`config.mk`:
```
export PLATFORM = sky130hd
export DESIGN_NAME = probe_row_hasher_flat
export DESIGN_NICKNAME = d
export VERILOG_FILES = /design/src/rtl/probe_row_hasher_if.sv /design/src/rtl/probe_row_hasher.sv /design/src/flat_wrapper.sv
export SDC_FILE = /design/constraint.sdc
export NUM_CORES = 2
export LEC_CHECK = 0
export CAP_MARGIN = 5
export CORE_UTILIZATION = 35
export DETAILED_ROUTE_END_ITERATION = 7
export GPL_TIMING_DRIVEN = 0
export HOLD_SLACK_MARGIN = 0.08
export SLEW_MARGIN = 20
export SYNTH_ARGS = -nofsm -noshare
export SYNTH_HDL_FRONTEND = slang
export SYNTH_SLANG_ARGS = --single-unit
```
`constraint.sdc`:
```
create_clock -name clk -period 12.15 [get_ports clk]
set_input_delay 1.8225 -clock clk [delete_from_list [all_inputs] [get_ports clk]]
set_output_delay 1.8225 -clock clk [all_outputs]
set_load 0.005 [all_outputs]
```
`src/rtl/probe_row_hasher_if.sv`:
```
// Row-hasher bus: run control, FWFT fact-FIFO read side and row-FIFO write side.
// The hasher connects through the slave modport; its driver uses master.
interface probe_row_hasher_if;
    logic        start_in;
    logic [47:0] row_count_in;
    logic [47:0] ht_base_in;
    logic        done;
    logic        fact_empty_in;
    logic        fact_read_en_out;
    logic [63:0] fact_data_in;
    logic        row_afull_in;
    logic        row_write_en_out;
    logic [63:0] row_value_out;
    logic [63:0] row_hash_value_out;

    modport master (
        output start_in, row_count_in, ht_base_in,
        output fact_empty_in, fact_data_in, row_afull_in,
        input  done, fact_read_en_out,
        input  row_write_en_out, row_value_out, row_hash_value_out
    );

    modport slave (
        input  start_in, row_count_in, ht_base_in,
        input  fact_empty_in, fact_data_in, row_afull_in,
        output done, fact_read_en_out,
        output row_write_en_out, row_value_out, row_hash_value_out
    );
endinterface

```
`src/rtl/probe_row_hasher.sv`:
```
// Pops fact rows from an FWFT FIFO, hashes each key multiplicatively into a bucket
// byte address and streams (row, address) pairs to the probe engine's row FIFO.
module probe_row_hasher #(
    parameter logic [63:0] HASH_MULT  = 64'h9E3779B97F4A7C15,
    parameter int          TABLE_BITS = 20
) (
    input  logic               clk,
    input  logic               rst,
    probe_row_hasher_if.slave  bus
);

    localparam logic [1:0] ST_IDLE = 2'd0;
    localparam logic [1:0] ST_RUN  = 2'd1;
    localparam logic [1:0] ST_FIN  = 2'd2;

    logic [1:0]            state;
    logic [47:0]           count;
    logic [47:0]           base;
    logic [47:0]           issued;
    logic [47:0]           emitted;
    logic [47:0]           emitted_next;
    logic                  pop;
    logic                  emit;

    logic                  vld_p0;
    logic                  vld_p1;
    logic                  vld_p2;
    logic [63:0]           key_p0;
    logic [63:0]           key_p1;
    logic [TABLE_BITS-1:0] index_p1;
    logic [63:0]           key_p2;
    logic [47:0]           addr_p2;

    // Bucket byte address: 8-byte buckets, 48-bit arithmetic that wraps silently.
    function automatic logic [47:0] bucket_addr(input logic [TABLE_BITS-1:0] index,
                                                input logic [47:0]           table_base);
        logic [47:0] offset;
        offset = 48'(index) << 3;
        return table_base + offset;
    endfunction

    assign pop = (state == ST_RUN) && !bus.fact_empty_in && !bus.row_afull_in &&
                 (issued != count);
    assign emit         = vld_p2;
    assign emitted_next = emitted + {47'd0, emit};

    always_ff @(posedge clk or posedge rst) begin
        if (rst) begin
            state   <= ST_IDLE;
            count   <= 48'd0;
            base    <= 48'd0;
            issued  <= 48'd0;
            emitted <= 48'd0;
        end else begin
            case (state)
                ST_IDLE, ST_FIN: begin
                    if (bus.start_in) begin
                        count   <= bus.row_count_in;
                        base    <= bus.ht_base_in;
                        issued  <= 48'd0;
                        emitted <= 48'd0;
                        state   <= ST_RUN;
                    end
                end
                ST_RUN: begin
                    if (pop) begin
                        issued <= issued + 48'd1;
                    end
                    emitted <= emitted_next;
                    // Finishing on the post-write count lets done rise right after the last write.
                    if (emitted_next == count) begin
                        state <= ST_FIN;
                    end
                end
                default: state <= ST_IDLE;
            endcase
        end
    end

    // Pipeline valids: one row per cycle, never stalled.
    always_ff @(posedge clk or posedge rst) begin
        if (rst) begin
            vld_p0 <= 1'b0;
            vld_p1 <= 1'b0;
            vld_p2 <= 1'b0;
        end else begin
            vld_p0 <= pop;
            vld_p1 <= vld_p0;
            vld_p2 <= vld_p1;
        end
    end

    // Stage p0 captures the key; stage p1 multiplies and keeps only the index bits.
    always_ff @(posedge clk) begin
        if (pop) begin
            key_p0 <= bus.fact_data_in;
        end
        key_p1   <= key_p0;
        index_p1 <= TABLE_BITS'((key_p0 * HASH_MULT) >> (64 - TABLE_BITS));
    end

    // Stage p2 feeds the outputs, so it is cleared by reset.
    always_ff @(posedge clk or posedge rst) begin
        if (rst) begin
            key_p2  <= 64'd0;
            addr_p2 <= 48'd0;
        end else begin
            key_p2  <= key_p1;
            addr_p2 <= bucket_addr(index_p1, base);
        end
    end

    assign bus.fact_read_en_out   = pop;
    assign bus.row_write_en_out   = vld_p2;
    assign bus.row_value_out      = key_p2;
    assign bus.row_hash_value_out = {16'd0, addr_p2};
    assign bus.done               = (state == ST_FIN);

endmodule

```
`src/flat_wrapper.sv`:
```
// flat-port wrapper written by rule: the top's interface ports become plain ports
module probe_row_hasher_flat 
#(
    parameter logic [63:0] HASH_MULT  = 64'h9E3779B97F4A7C15,
    parameter int          TABLE_BITS = 20
)
  (clk, rst, bus_start_in, bus_row_count_in, bus_ht_base_in, bus_fact_empty_in, bus_fact_data_in, bus_row_afull_in, bus_done, bus_fact_read_en_out, bus_row_write_en_out, bus_row_value_out, bus_row_hash_value_out);
  probe_row_hasher_if bus_i ();
  input  logic clk;
  input  logic rst;
  input wire logic [$bits(bus_i.start_in)-1:0] bus_start_in;
  input wire logic [$bits(bus_i.row_count_in)-1:0] bus_row_count_in;
  input wire logic [$bits(bus_i.ht_base_in)-1:0] bus_ht_base_in;
  input wire logic [$bits(bus_i.fact_empty_in)-1:0] bus_fact_empty_in;
  input wire logic [$bits(bus_i.fact_data_in)-1:0] bus_fact_data_in;
  input wire logic [$bits(bus_i.row_afull_in)-1:0] bus_row_afull_in;
  output wire logic [$bits(bus_i.done)-1:0] bus_done;
  output wire logic [$bits(bus_i.fact_read_en_out)-1:0] bus_fact_read_en_out;
  output wire logic [$bits(bus_i.row_write_en_out)-1:0] bus_row_write_en_out;
  output wire logic [$bits(bus_i.row_value_out)-1:0] bus_row_value_out;
  output wire logic [$bits(bus_i.row_hash_value_out)-1:0] bus_row_hash_value_out;
  assign bus_i.start_in = bus_start_in;
  assign bus_i.row_count_in = bus_row_count_in;
  assign bus_i.ht_base_in = bus_ht_base_in;
  assign bus_i.fact_empty_in = bus_fact_empty_in;
  assign bus_i.fact_data_in = bus_fact_data_in;
  assign bus_i.row_afull_in = bus_row_afull_in;
  assign bus_done = bus_i.done;
  assign bus_fact_read_en_out = bus_i.fact_read_en_out;
  assign bus_row_write_en_out = bus_i.row_write_en_out;
  assign bus_row_value_out = bus_i.row_value_out;
  assign bus_row_hash_value_out = bus_i.row_hash_value_out;
  probe_row_hasher #(.HASH_MULT(HASH_MULT), .TABLE_BITS(TABLE_BITS)) u_core (.clk(clk), .rst(rst), .bus(bus_i));
endmodule
```
== After elaboration in Yosys (flattened, before gate mapping) ==
Index checks and enable logic that the tools add are counted.
W data, S select, Z words.

* Register bits: 457
* Bits in latches: 0
* RAM bits: 0
* Bits in read-only memories: 0
* Output and inout bits: 131
* Logic and storage cells: 43
* Memories kept: 0

* Add/sub/neg operators: 3
* Multipliers: 1
* Divide/modulo/power cells: 0
* Order comparisons: 0
* Equal/unequal tests: 7
* Shifts and indexed selects: 0
* Muxes and demuxes: 7
* Bitwise operators: 0
* Reduce and logical (&&, ||, !) cells: 12

{| class="wikitable"
|+ Operator list
! kind !! number
|-
| $pmux W48 S2 || 2
|-
| $mux W48 || 2
|-
| $mul A64 B64 Y64 const B || 1
|-
| $add A48 B1 Y48 || 1
|-
| $add A48 B1 Y48 const B || 1
|-
| $add A48 B23 Y48 || 1
|-
| $eq A48 B48 Y1 || 1
|-
| $ne A48 B48 Y1 || 1
|-
| $reduce_and A2 Y1 || 3
|-
| $mux W2 || 2
|-
| $ne A2 B2 Y1 const B || 2
|-
| $pmux W2 S2 || 1
|-
| $logic_and A1 B1 Y1 || 3
|-
| $reduce_and A3 Y1 || 1
|-
| $eq A2 B1 Y1 const B || 1
|-
| $eq A2 B2 Y1 const B || 1
|-
| $logic_not A1 Y1 || 2
|-
| $logic_not A2 Y1 || 1
|-
| $ne A2 B1 Y1 const B || 1
|-
| $reduce_bool A2 Y1 || 1
|-
| $reduce_or A2 Y1 || 1
|}

== Depth between registers and ports, before layout ==
* Word-level depth: 6
* Gate-level depth with buffers: 30
* Gate-level depth less buffers: 30

== Worst setup path before layout ==
OpenSTA, ideal clock, no wires.

* Kind: register -> register
* Start: register u_core.key_p0[29]
* End: register u_core.index_p1[10]
* Setup time: 0.123 ns
* Data arrival time: 8.108 ns
* Setup slack: 3.918 ns
* Stages on the path, launching flop included: 29
* Path buffers: 0
* Path through: edfxtp_1 -> fa_1 -> inv_1 -> fa_1 -> inv_1 -> fa_1 -> fa_1 -> inv_1 -> fa_1 -> inv_1 -> fa_1 -> inv_1 -> fa_1 -> inv_1 -> fa_1 -> fa_1 -> inv_1 -> fa_1 -> inv_1 -> ha_1 -> a21o_1 -> a21o_1 -> a221oi_1 -> nand3_1 -> o41ai_1 -> o31ai_1 -> a21oi_1 -> o21bai_1 -> xor2_1

* Cells in the longest elaborated chain, start to end: 1

{| class="wikitable"
|+ Ends and longest elaborated chain
! element !! line !! text
|-
| start, declared || probe_row_hasher.sv:28 || <nowiki>logic [63:0] key_p0;</nowiki>
|-
| start signal, assigned || probe_row_hasher.sv:96 || <nowiki>key_p0 <= bus.fact_data_in;</nowiki>
|-
| $mul A64 B64 Y64 || probe_row_hasher.sv:99 || <nowiki>index_p1 <= TABLE_BITS'((key_p0 * HASH_MULT) >> (64 - TABLE_BITS));</nowiki>
|-
| end signal, assigned || probe_row_hasher.sv:99 ||
|-
| end, declared || probe_row_hasher.sv:30 || <nowiki>logic [TABLE_BITS-1:0] index_p1;</nowiki>
|}

No other way between the ends.
A chain may end at the register's enable or synchronous reset.

== Worst setup path after layout ==
* Start: register u_core.key_p0[31]
* End: register u_core.index_p1[19]

The elaborated chain is that of the path after synthesis.

==> impl_metrics.py <==
metrics = {
    "drt": {
        "vias": 33264,
        "drt_wl_total_mm": 161.1,
        "drc": 0,
        "ant_nets": 0,
        "routedWlPerCell_um": 23.00,
        "first_iter_violations": 2485,
        "viasPerCell": 4.749,
        "first_pass_iters": 5,
    },
    "logic_synthesis": {
        "ys_ff_latch": 457,
        "ys.flop_type": "dfrtp_1",
        "ys_warn_count": 0,
        "synthCells": 4715,
        "yosysSeqAreaShare_pct": 22.80,
        "synthArstFlopShare_pct": 67.61,
        "synth_top_area_cell": "fa_1",
        "netlist.area_leader.share_pct": 34.90,
        "synth_cell_types": 77,
        "ys_top_cells_by_area": "fa_1 35%, dfrtp_1 16%, ha_1 15%, inv_1 10%, edfxtp_1 3.9%",
        "syn_area_sq_mm": 0.04973,
        "syn_area_per_cell_sq_um": 10.55,
        "synth-edff-count": 64,
    },
    "clocking": {
        "cts_buffer_depth": 3,
        "clock-sinks": 457,
        "ctsHoldBuffers": 0,
        "root_buffer": "clkbuf_16",
        "path_clk_slew_ns": 0.06,
        "cts_buffers": 53,
        "clk_latency_ns": 0.68,
        "post_cts_buffers": 0,
        "cts_resized": 0,
        "cts_tree": "done",
        "h-tree-depth": 2,
    },
    "layout": {
        "num_antenna_cells": 0,
        "nets": 6700,
        "final_common_cell": "inv_1",
        "fillers": 13831,
        "drive_above_1_share_pct": 3.373,
        "layout_common_cells": "1,326 x inv_1, 867 x fa_1, 584 x ha_1, 378 x nand2_1, 309 x dfrtp_1",
        "syn_to_final_growth_pct": 15.09,
    },
    "floorplan": {
        "rows": 137,
        "start_util_pct": 35.46,
        "core_sq_mm": 0.1402,
        "die_x_um": 378.9,
        "pin_count": 296,
        "dieArea_sq_mm": 0.1436,
        "die_h_um": 378.9,
    },
    "timing": {
        "min_period_ns": 11.27,
        "relSlewSlack_pct": 21.44,
        "rsz0062_at_grt": "no",
        "finalCritPeriodShare_pct": 92.78,
        "hold_viol": 0,
        "slew_violations": 0,
        "setup_violations": 0,
        "worst_pin_slew_ns": 1.178,
        "worst_slack_ns": 0.8778,
        "fmaxAchievable_ghz": 0.08871,
        "finClkSkew_ns": 0.02977,
    },
    "global_routing": {
        "grt_pass1_wl_mm": 237.4,
        "grt.overflow.total": 0,
        "grt_pass1_vias": 35891,
        "antenna_found_initial": 5,
        "grt_usage_pct": 23.09,
        "grt_max_degree": 100,
    },
    "setup_path": {
        "cpMostUsedCell": "fa_1",
        "cp_max_fo": 10,
        "worstReg2RegEnd": "u_core.index_p1[19]",
        "crit_slowest_cell": "edfxtp_1",
        "end_kind": "flop",
        "critPathArrivalTime_ns": 11.84,
        "crit_path_start_kind": "flop",
        "slowest_delay_ns": 0.71,
        "reg2reg_depth": 27,
        "critPathKind": "flop to flop",
        "cp_data_required_time_ns": 12.71,
        "setup.reg_to_reg.worst_slack_ns": 0.88,
        "rr_startpoint": "u_core.key_p0[31]",
    },
    "min_path": {
        "hold_end": "u_core.bus.row_value_out[15]",
        "min_from": "u_core.key_p1[15]",
        "min_path_cells": 0,
        "hold_path_class": "flop to flop",
    },
    "placement": {
        "place_hpwl_mm": 139.3,
        "place_worst_setup_slack_ns": 1.010,
        "gp_congestion": 0.9818,
        "io_buffers": 279,
    },
    "job": {
        "maxCapViolCount": 0,
    },
    "outcome": {
        "status": "finished clean",
    },
}
==> layer usage <==
metal / global-route usage, % / vias to the layer above / routed length (um)
li1: - / 15030 / -
met1: 30.01 / 16918 / 66520
met2: 38.28 / 1097 / 76870
met3: 4.381 / 213 / 11350
met4: 8.118 / 6 / 6357
met5: 0 / - / 34
==> cell type report <==
type	instances	area (sq um)	share of cell area, %
plain buffers	83	440.4	0.7696
flip-flops and latches	457	11340	19.81
repair buffers	299	3189	5.573
clock inverters	34	431.7	0.7543
inverters	1327	4989	8.717
clock buffers	66	1436	2.510
multi-input cells	2863	33060	57.77
well taps	1876	2347	4.101
==> flip-flops by register name, indices dropped and copies added, names as in the netlist <==
| name | count |
|---|---|
| u_core.addr_p2 | 48 |
| u_core.bus.row_value_out | 64 |
| u_core.emitted | 48 |
| u_core.vld_p0 | 1 |
| u_core.key_p1 | 64 |
| u_core.issued | 48 |
| u_core.bus.row_write_en_out | 1 |
| u_core.index_p1 | 20 |
| u_core.base | 48 |
| u_core.state | 2 |
| u_core.vld_p1 | 1 |
| u_core.count | 48 |
| u_core.key_p0 | 64 |
==> worst max path at each step <==
stage | from | end | slack (ns) | depth (start not counted)
after floorplan | rst | u_core.addr_p2[0] | 1.78 | 1
after global placement | rst | u_core.bus.row_value_out[63] | -3.70 | 2
after detailed placement | u_core.key_p0[31] | u_core.index_p1[19] | 1.01 | 27
after CTS | u_core.key_p0[31] | u_core.index_p1[19] | 0.95 | 27
after global routing | u_core.key_p0[28] | u_core.index_p1[19] | 0.72 | 29
final | u_core.key_p0[31] | u_core.index_p1[19] | 0.88 | 27
==> critical path, delay by kind of cell (launching register included) <==
family / cells / cell delay [ns]
buffers and inverters: 7 / 0.92
XOR/XNOR: 1 / 0.21
flip-flops: 1 / 0.71
adder cells (fa/ha/maj): 11 / 5.97
AND/OR/NAND/NOR: 3 / 1.45
AO/OA/AOI/OAI: 5 / 1.90
==> per-stage QoR <==
| stage | utilization (%) | TNS [ns] | instance area (sq um) | hold slack [ns] | cells |
|---|---|---|---|---|---|
| after CTS | 40.79 | 0 | 57190 | 0.3263 | 7003 |
| final | 40.82 | 0 | 57230 | 0.3256 | 7005 |
| after global routing | 40.82 | 0 | 57230 | 0.3289 | 7005 |
| after global placement | 39.17 | -1120.56 | 54920 | 0.3171 | 6885 |
| after detailed placement | 39.46 | 0 | 55330 | 0.3195 | 6903 |
| after floorplan | - | 0 | 49780 | 0.3163 | 4730 |
==> cells by family after synthesis <==
| kind of cell | share of synthesized area (%) |
|---|---|
| adder cells (fa/ha/maj) | 49.60 |
| multiplexers | 0.06290 |
| buffers and inverters | 10.90 |
| AO/OA/AOI/OAI | 4.298 |
| other | 0.007541 |
| flip-flops | 22.80 |
| XOR/XNOR | 5.173 |
| AND/OR/NAND/NOR | 7.166 |
==> cell usage after synthesis, types with 12 or more instances <==
| cell | number |
|---|---|
| a21o_1 | 36 |
| a21oi_1 | 87 |
| a31oi_1 | 15 |
| and2_1 | 12 |
| and3_1 | 17 |
| buf_4 | 17 |
| clkbuf_1 | 53 |
| dfrtp_1 | 309 |
| dfxtp_1 | 84 |
| edfxtp_1 | 64 |
| fa_1 | 867 |
| ha_1 | 584 |
| inv_1 | 1327 |
| nand2_1 | 378 |
| nand3_1 | 58 |
| nand4_1 | 47 |
| nor2_1 | 117 |
| nor3_1 | 32 |
| o21ai_0 | 111 |
| o31ai_1 | 23 |
| or3_1 | 18 |
| xnor2_1 | 211 |
| xor2_1 | 80 |
Power is left out: the tool's default activity adds up to more than one toggle a clock period on the data nets, which glitch-free logic cannot reach.
